==> config.mk <==
export PLATFORM = sky130hd
export DESIGN_NAME = lsu_ctrl
export DESIGN_NICKNAME = d
export VERILOG_FILES = /design/src/rtl/lsu_ctrl_pkg.sv /design/src/rtl/lsu_store_fifo.sv /design/src/rtl/lsu_ctrl.sv
export SDC_FILE = /design/constraint.sdc
export NUM_CORES = 1
export LEC_CHECK = 0
export CAP_MARGIN = 20
export CORE_ASPECT_RATIO = 0.9
export CORE_MARGIN = 1.5
export CORE_UTILIZATION = 30
export DETAILED_ROUTE_END_ITERATION = 10
export PLACE_DENSITY = 0.59
export SETUP_SLACK_MARGIN = 0.15
export SYNTH_ARGS = -nofsm -noshare
export SYNTH_HDL_FRONTEND = slang
export SYNTH_HIERARCHICAL = 1
export SYNTH_SLANG_ARGS = --single-unit
==> constraint.sdc <==
create_clock -name clk -period 7.1 [get_ports clk]
set_input_delay 1.42 -clock clk [delete_from_list [all_inputs] [get_ports clk]]
set_output_delay 1.42 -clock clk [all_outputs]
set_load 0.005 [all_outputs]
==> src/rtl/lsu_ctrl_pkg.sv <==
// Shared load/store definitions: op codes, memory-controller width codes and
// small decode helpers used by the LSU and its store buffer.
package lsu_ctrl_pkg;

   typedef enum logic [2:0] {
      OP_LB  = 3'd0,
      OP_LH  = 3'd1,
      OP_LW  = 3'd2,
      OP_LBU = 3'd3,
      OP_LHU = 3'd4,
      OP_SB  = 3'd5,
      OP_SH  = 3'd6,
      OP_SW  = 3'd7
   } lsu_op_e;

   localparam logic [2:0] MC_W_BYTE = 3'b001;
   localparam logic [2:0] MC_W_HALF = 3'b010;
   localparam logic [2:0] MC_W_WORD = 3'b100;

   function automatic logic op_is_store(logic [2:0] op);
      return (op == OP_SB) || (op == OP_SH) || (op == OP_SW);
   endfunction

   function automatic logic [2:0] op_width(logic [2:0] op);
      case (op)
         OP_LB, OP_LBU, OP_SB: return MC_W_BYTE;
         OP_LH, OP_LHU, OP_SH: return MC_W_HALF;
         default:              return MC_W_WORD;
      endcase
   endfunction

   function automatic logic width_misaligned(logic [2:0] width, logic [1:0] lo);
      return ((width == MC_W_HALF) && lo[0]) ||
             ((width == MC_W_WORD) && (lo != 2'b00));
   endfunction

endpackage

==> src/rtl/lsu_store_fifo.sv <==
// Store buffer: circular FIFO of {addr, data, width} entries with a
// word-address compare port that searches every occupied slot.
module lsu_store_fifo
   import lsu_ctrl_pkg::*;
#(
   parameter int unsigned AW    = 32,
   parameter int unsigned DW    = 32,
   parameter int unsigned DEPTH = 4
) (
   input  logic          clk,
   input  logic          rst,
   input  logic          push_i,
   input  logic [AW-1:0] push_addr_i,
   input  logic [DW-1:0] push_data_i,
   input  logic [2:0]    push_width_i,
   input  logic          pop_i,
   output logic [AW-1:0] head_addr_o,
   output logic [DW-1:0] head_data_o,
   output logic [2:0]    head_width_o,
   output logic          full_o,
   output logic          empty_o,
   input  logic [AW-3:0] cmp_waddr_i,
   output logic          cmp_hit_o
);

   localparam int unsigned PTR_W = $clog2(DEPTH);
   localparam int unsigned CNT_W = PTR_W + 1;

   logic [AW-1:0]    addr_q  [DEPTH];
   logic [DW-1:0]    data_q  [DEPTH];
   logic [2:0]       width_q [DEPTH];
   logic [PTR_W-1:0] wr_ptr_q, wr_ptr_d;
   logic [PTR_W-1:0] rd_ptr_q, rd_ptr_d;
   logic [CNT_W-1:0] count_q, count_d;
   logic             push_ok, pop_ok;

   assign full_o  = (count_q == CNT_W'(DEPTH));
   assign empty_o = (count_q == '0);
   assign push_ok = push_i && !full_o;
   assign pop_ok  = pop_i && !empty_o;

   assign head_addr_o  = addr_q[rd_ptr_q];
   assign head_data_o  = data_q[rd_ptr_q];
   assign head_width_o = width_q[rd_ptr_q];

   // DEPTH is a power of two, so pointer overflow is the modulo wrap.
   always_comb begin
      wr_ptr_d = wr_ptr_q;
      rd_ptr_d = rd_ptr_q;
      if (push_ok) wr_ptr_d = wr_ptr_q + PTR_W'(1);
      if (pop_ok)  rd_ptr_d = rd_ptr_q + PTR_W'(1);
      count_d = count_q + CNT_W'(push_ok) - CNT_W'(pop_ok);
   end

   always_ff @(posedge clk) begin
      if (rst) begin
         wr_ptr_q <= '0;
         rd_ptr_q <= '0;
         count_q  <= '0;
      end else begin
         wr_ptr_q <= wr_ptr_d;
         rd_ptr_q <= rd_ptr_d;
         count_q  <= count_d;
      end
   end

   always_ff @(posedge clk) begin
      if (push_ok) begin
         addr_q[wr_ptr_q]  <= push_addr_i;
         data_q[wr_ptr_q]  <= push_data_i;
         width_q[wr_ptr_q] <= push_width_i;
      end
   end

   // A slot is live when its distance from the read pointer is below count.
   always_comb begin
      logic [PTR_W-1:0] off;
      off       = '0;
      cmp_hit_o = 1'b0;
      for (int unsigned i = 0; i < DEPTH; i++) begin
         off = PTR_W'(i) - rd_ptr_q;
         if (({1'b0, off} < count_q) && (addr_q[i][AW-1:2] == cmp_waddr_i))
            cmp_hit_o = 1'b1;
      end
   end

endmodule

==> src/rtl/lsu_ctrl.sv <==
// Load/store unit controller: buffers stores, issues loads and store drains
// to a single-outstanding memory controller and formats load writeback.
module lsu_ctrl
   import lsu_ctrl_pkg::*;
#(
   parameter int unsigned XLEN     = 32,
   parameter int unsigned ADDR_W   = 32,
   parameter int unsigned SB_DEPTH = 4
) (
   input  logic              clk,
   input  logic              rst,
   input  logic              req_valid,
   input  logic [2:0]        req_op,
   input  logic [ADDR_W-1:0] req_addr,
   input  logic [XLEN-1:0]   req_wdata,
   input  logic [4:0]        req_rd,
   output logic              req_ready,
   input  logic              flush,
   output logic              wb_valid,
   output logic              wb_we,
   output logic [4:0]        wb_rd,
   output logic [XLEN-1:0]   wb_data,
   output logic              misalign,
   output logic              mc_req,
   output logic              mc_we,
   output logic [2:0]        mc_width,
   output logic [ADDR_W-1:0] mc_addr,
   output logic [XLEN-1:0]   mc_wdata,
   input  logic              mc_busy,
   input  logic              mc_done,
   input  logic [XLEN-1:0]   mc_rdata
);

   typedef enum logic [2:0] {
      IDLE,
      LD_REQ,
      LD_WAIT,
      ST_REQ,
      ST_WAIT
   } state_e;

   state_e            state_q, state_d;
   logic [2:0]        ld_op_q;
   logic [ADDR_W-1:0] ld_addr_q;
   logic [4:0]        ld_rd_q;
   logic              ld_kill_q;
   logic              wb_valid_q, wb_we_q, misalign_q;
   logic [4:0]        wb_rd_q;
   logic [XLEN-1:0]   wb_data_q;

   logic              req_is_store, req_mis, accept, st_push, ld_accept, ld_done;
   logic [2:0]        req_width;
   logic [XLEN-1:0]   st_data;
   logic              sb_pop, sb_full, sb_empty, sb_hit;
   logic [ADDR_W-1:0] sb_head_addr;
   logic [XLEN-1:0]   sb_head_data;
   logic [2:0]        sb_head_width;

   function automatic logic [XLEN-1:0] load_extend(logic [2:0] op, logic [XLEN-1:0] d);
      case (op)
         OP_LB:   return {{(XLEN-8){d[7]}}, d[7:0]};
         OP_LBU:  return XLEN'(d[7:0]);
         OP_LH:   return {{(XLEN-16){d[15]}}, d[15:0]};
         OP_LHU:  return XLEN'(d[15:0]);
         default: return d;
      endcase
   endfunction

   assign req_is_store = op_is_store(req_op);
   assign req_width    = op_width(req_op);
   assign req_mis      = width_misaligned(req_width, req_addr[1:0]);

   assign req_ready = !rst && (req_is_store ? !sb_full : ((state_q == IDLE) && !sb_hit));
   assign accept    = req_valid && req_ready;
   assign st_push   = accept && req_is_store && !req_mis;
   assign ld_accept = accept && !req_is_store && !req_mis;

   always_comb begin
      case (req_width)
         MC_W_BYTE: st_data = XLEN'(req_wdata[7:0]);
         MC_W_HALF: st_data = XLEN'(req_wdata[15:0]);
         default:   st_data = req_wdata;
      endcase
   end

   lsu_store_fifo #(
      .AW    (ADDR_W),
      .DW    (XLEN),
      .DEPTH (SB_DEPTH)
   ) u_sb (
      .clk          (clk),
      .rst          (rst),
      .push_i       (st_push),
      .push_addr_i  (req_addr),
      .push_data_i  (st_data),
      .push_width_i (req_width),
      .pop_i        (sb_pop),
      .head_addr_o  (sb_head_addr),
      .head_data_o  (sb_head_data),
      .head_width_o (sb_head_width),
      .full_o       (sb_full),
      .empty_o      (sb_empty),
      .cmp_waddr_i  (req_addr[ADDR_W-1:2]),
      .cmp_hit_o    (sb_hit)
   );

   always_comb begin
      state_d  = state_q;
      mc_req   = 1'b0;
      mc_we    = 1'b0;
      mc_width = '0;
      mc_addr  = '0;
      mc_wdata = '0;
      sb_pop   = 1'b0;
      ld_done  = 1'b0;
      case (state_q)
         IDLE: begin
            if (ld_accept)      state_d = LD_REQ;
            else if (!sb_empty) state_d = ST_REQ;
         end
         LD_REQ: begin
            if (flush) begin
               state_d = IDLE;
            end else begin
               mc_addr  = ld_addr_q;
               mc_width = op_width(ld_op_q);
               if (!mc_busy) begin
                  mc_req  = 1'b1;
                  state_d = LD_WAIT;
               end
            end
         end
         LD_WAIT: begin
            if (mc_done) begin
               ld_done = 1'b1;
               state_d = IDLE;
            end
         end
         ST_REQ: begin
            mc_we    = 1'b1;
            mc_addr  = sb_head_addr;
            mc_width = sb_head_width;
            mc_wdata = sb_head_data;
            if (!mc_busy) begin
               mc_req  = 1'b1;
               state_d = ST_WAIT;
            end
         end
         ST_WAIT: begin
            if (mc_done) begin
               sb_pop  = 1'b1;
               state_d = IDLE;
            end
         end
         default: state_d = IDLE;
      endcase
      // Reset must silence the memory port in the very cycle it is asserted.
      if (rst) begin
         state_d  = IDLE;
         mc_req   = 1'b0;
         mc_we    = 1'b0;
         mc_width = '0;
         mc_addr  = '0;
         mc_wdata = '0;
         sb_pop   = 1'b0;
         ld_done  = 1'b0;
      end
   end

   always_ff @(posedge clk) begin
      if (rst) begin
         state_q    <= IDLE;
         ld_op_q    <= '0;
         ld_addr_q  <= '0;
         ld_rd_q    <= '0;
         ld_kill_q  <= 1'b0;
         wb_valid_q <= 1'b0;
         wb_we_q    <= 1'b0;
         wb_rd_q    <= '0;
         wb_data_q  <= '0;
         misalign_q <= 1'b0;
      end else begin
         state_q    <= state_d;
         misalign_q <= accept && req_mis;
         wb_valid_q <= ld_done && !(ld_kill_q || flush);
         wb_we_q    <= ld_done && !(ld_kill_q || flush) && (ld_rd_q != '0);
         if (ld_done) begin
            wb_rd_q   <= ld_rd_q;
            wb_data_q <= load_extend(ld_op_q, mc_rdata);
         end
         if (ld_accept) begin
            ld_op_q   <= req_op;
            ld_addr_q <= req_addr;
            ld_rd_q   <= req_rd;
            ld_kill_q <= 1'b0;
         end else if ((state_q == LD_WAIT) && flush) begin
            ld_kill_q <= 1'b1;
         end
      end
   end

   assign wb_valid = wb_valid_q;
   assign wb_we    = wb_we_q;
   assign wb_rd    = wb_rd_q;
   assign wb_data  = wb_data_q;
   assign misalign = misalign_q;

endmodule

==> metrics <==
clock root buffer clkbuf_16; area grow syn2layout 27.3%; final critical path time including I/O delays and setup 6.07 ns; largest net degree at the start of global routing 66; top cell type by total area after synthesis edfxtp_1; hold path start ld_addr_q[20]; layout cells sized above 1 0.120; CTS resizes 0; starting density of the core 0.303; Seq/Total Area, Yosys 0.633; Hold WS ~0.45 ns; status finished clean; synthesized area roughly 0.016 mm2; CTS tree yes; post-synth cell types 44; Clock Latency Late Sink approximately 0.56 ns; number of synthesized flops with an enable pin 268; top cells by area, synth edfxtp_1 51%, dfxtp_1 12%, mux4_2 9.6%; Arr. time, crit path 4.65 ns; HP Class flop to flop; R2R Path Start u_sb/count_q[1]; Placer Congestion 0.840; Final Max Tran Viols 0; Worst setup SP type primary input; Setup WS pre-CTS about 1.1 ns; Setup Buffers After CTS 0; final worst slack 1.03 ns; Crit. Startpoint req_addr[16]; Post-synth ARST share 0; die width 244 um; buffer levels on the longest clock path 3; row count 79; Post-Synthesis Cells 1139; syn_area_per_cell 13.7 um2; Pre-Repair DR Iteration Count 5; IO buf count 219; Critical Path End Type output pin; Power per Cell Area 255 mW/mm2; initial antenna violation count 6; initial DRC count 709; Leak about 6.5 nW; DPL Wire Length between 20000 and 30000 um; Ys Warns 6; setup TNS 0 ns; DRC Markers 0; Rel. slew slack 0.362; first-pass GRT wire length roughly 66000 um; Worst Skew 0.0143 ns; Layout Nets 1483; filler instances 4874; Die Y 220 um; H-tree levels 2; final period utilization 0.855; Top FF cell, synth edfxtp_1; hold_buf cts 0; CP required 5.68 ns; gr ovfl total 0; Yosys top cell area share 0.514; Inst Count DP 2005; Post-DRT Antenna Nets 0; Synth top cells by count 268 x edfxtp_1, 109 x nand2_1, 101 x a21oi_1, 96 x xor2_1, 93 x dfxtp_1; Hold Violations, Final 0; Max Freq 165 MHz; CTS Sinks approximately 360; vias in the first global route 10264; Num CTS Buffers 41; Syn Nets approximately 1300; WL final 44100 um; Worst-path clk slew roughly 0.05 ns; total core area ~0.052 mm2; Final Setup Violations 0; CP Class primary input to output pin; wire per inst 21.2 um; vias per inst 4.88; Layout Cells excl Fill 2081; RSZ-0062 raised after global routing no; Crit Path Max Fanout 9; worst vdd ir roughly 0.17 mV; area of the multi-input gates 0.00540 mm2; Die Area 0.0536 mm2; via count 10162; Max-Cap Viols 0; count leader, synth edfxtp_1; sequential cell area 0.00991 mm2; io pins 220; total track usage 0.164; final core utilization 0.386; Synth Register Bits 361; Slew @ Worst Pin 0.957 ns
==> final timing paths <==
kind	end	slack (ns)	cells after the start
setup / recovery	req_ready	1.03	10
hold / removal	ld_addr_q[20]	0.45	2
setup reg to reg	ld_addr_q[11]	3.43	12
hold reg to reg	ld_addr_q[20]	0.45	2
==> power by group <==
| part | switching (mW) | internal (mW) |
|---|---|---|
| clock network | 0.855 | 1.23 |
| logic | 0.365 | 0.253 |
| registers | 0.0392 | 2.34 |
| total | 1.26 | 3.82 |
==> placed cells by master (no fill, tap or decap), drive strengths merged, types with 2 or more instances in the layout <==
master	instances
and3	33
xnor2	34
nor3	10
xor2	96
nand2	109
a21oi	101
nor4	22
bufinv	4
clkinv	10
or4	2
mux2	2
and2	23
edfxtp	268
a221oi	2
nand4	10
nor2b	15
mux2i	2
or3	2
inv	19
diode	2
mux4	67
o21a	4
clkdlybuf4s50	218
a22oi	34
nand2b	12
buf	24
o21ai	14
nor2	74
dfxtp	93
clkbuf	55
nand3	4
a2111oi	4
ha	12
clkinvlp	3
==> critical path: stages <==
cell and delay (ns):
clkdlybuf4s50_1 0.66, xor2_1 0.25, nor4_1 0.67, nand4_1 0.18, nor4_1 0.35, or4_1 0.26
nor3_2 0.08, nor2_1 0.13, nor2_1 0.06, clkdlybuf4s50_1 0.57
==> metal layers <==
metal / GRT usage / wire length (um) / vias up
met2: 0.257 / 20200 / 315
met5: 0 / 50 / -
met3: 0.0378 / 2960 / 60
met4: 0.0533 / 937 / 8
li1: - / - / 4664
met1: 0.224 / 20000 / 5115
==> cells by family after synthesis <==
group,count (synthesis),share of synthesized area
adders and majority gates,13,0.0109
DFF,361,0.633
buffers and inverters,81,0.0236
and+or+nand+nor,319,0.0993
xor gates and xnor gates,130,0.0727
AOI/OAI and AO/OA,164,0.0615
muxes,71,0.0991
==> flip-flops by register name (all words and copies together) (netlist names), named ones only <==
name / count
misalign: 1
state_q: 3
u_sb/rd_ptr_q: 2
u_sb/data_q: 128
ld_kill_q: 1
u_sb/wr_ptr_q: 2
u_sb/addr_q: 128
ld_addr_q: 32
ld_rd_q: 5
wb_rd: 5
u_sb/width_q: 12
ld_op_q: 3
wb_valid: 1
wb_data: 32
u_sb/count_q: 3
wb_we: 1
==> per-stage QoR <==
| stage | cell area [um2] | total power [mW] |
|---|---|---|
| 2_1_floorplan | 15700 | 2.73 |
| 3_3_place_gp | 18600 | 3.04 |
| 3_5_place_dp | 18600 | 3.05 |
| 4_1_cts | 19900 | 5.16 |
| 5_1_grt | 19900 | 5.29 |
| 6_report | 19900 | 5.08 |
==> layout make-up <==
class	count	share of cell area
antenna	2	0.000251
clock buffer	55	0.0546
clock inverter	19	0.0113
inverter	17	0.00320
multi-input combinational	697	0.271
sequential	361	0.497
tap	688	0.0432
timing repair buffer	242	0.119
(Power assumes the default switching activity.)
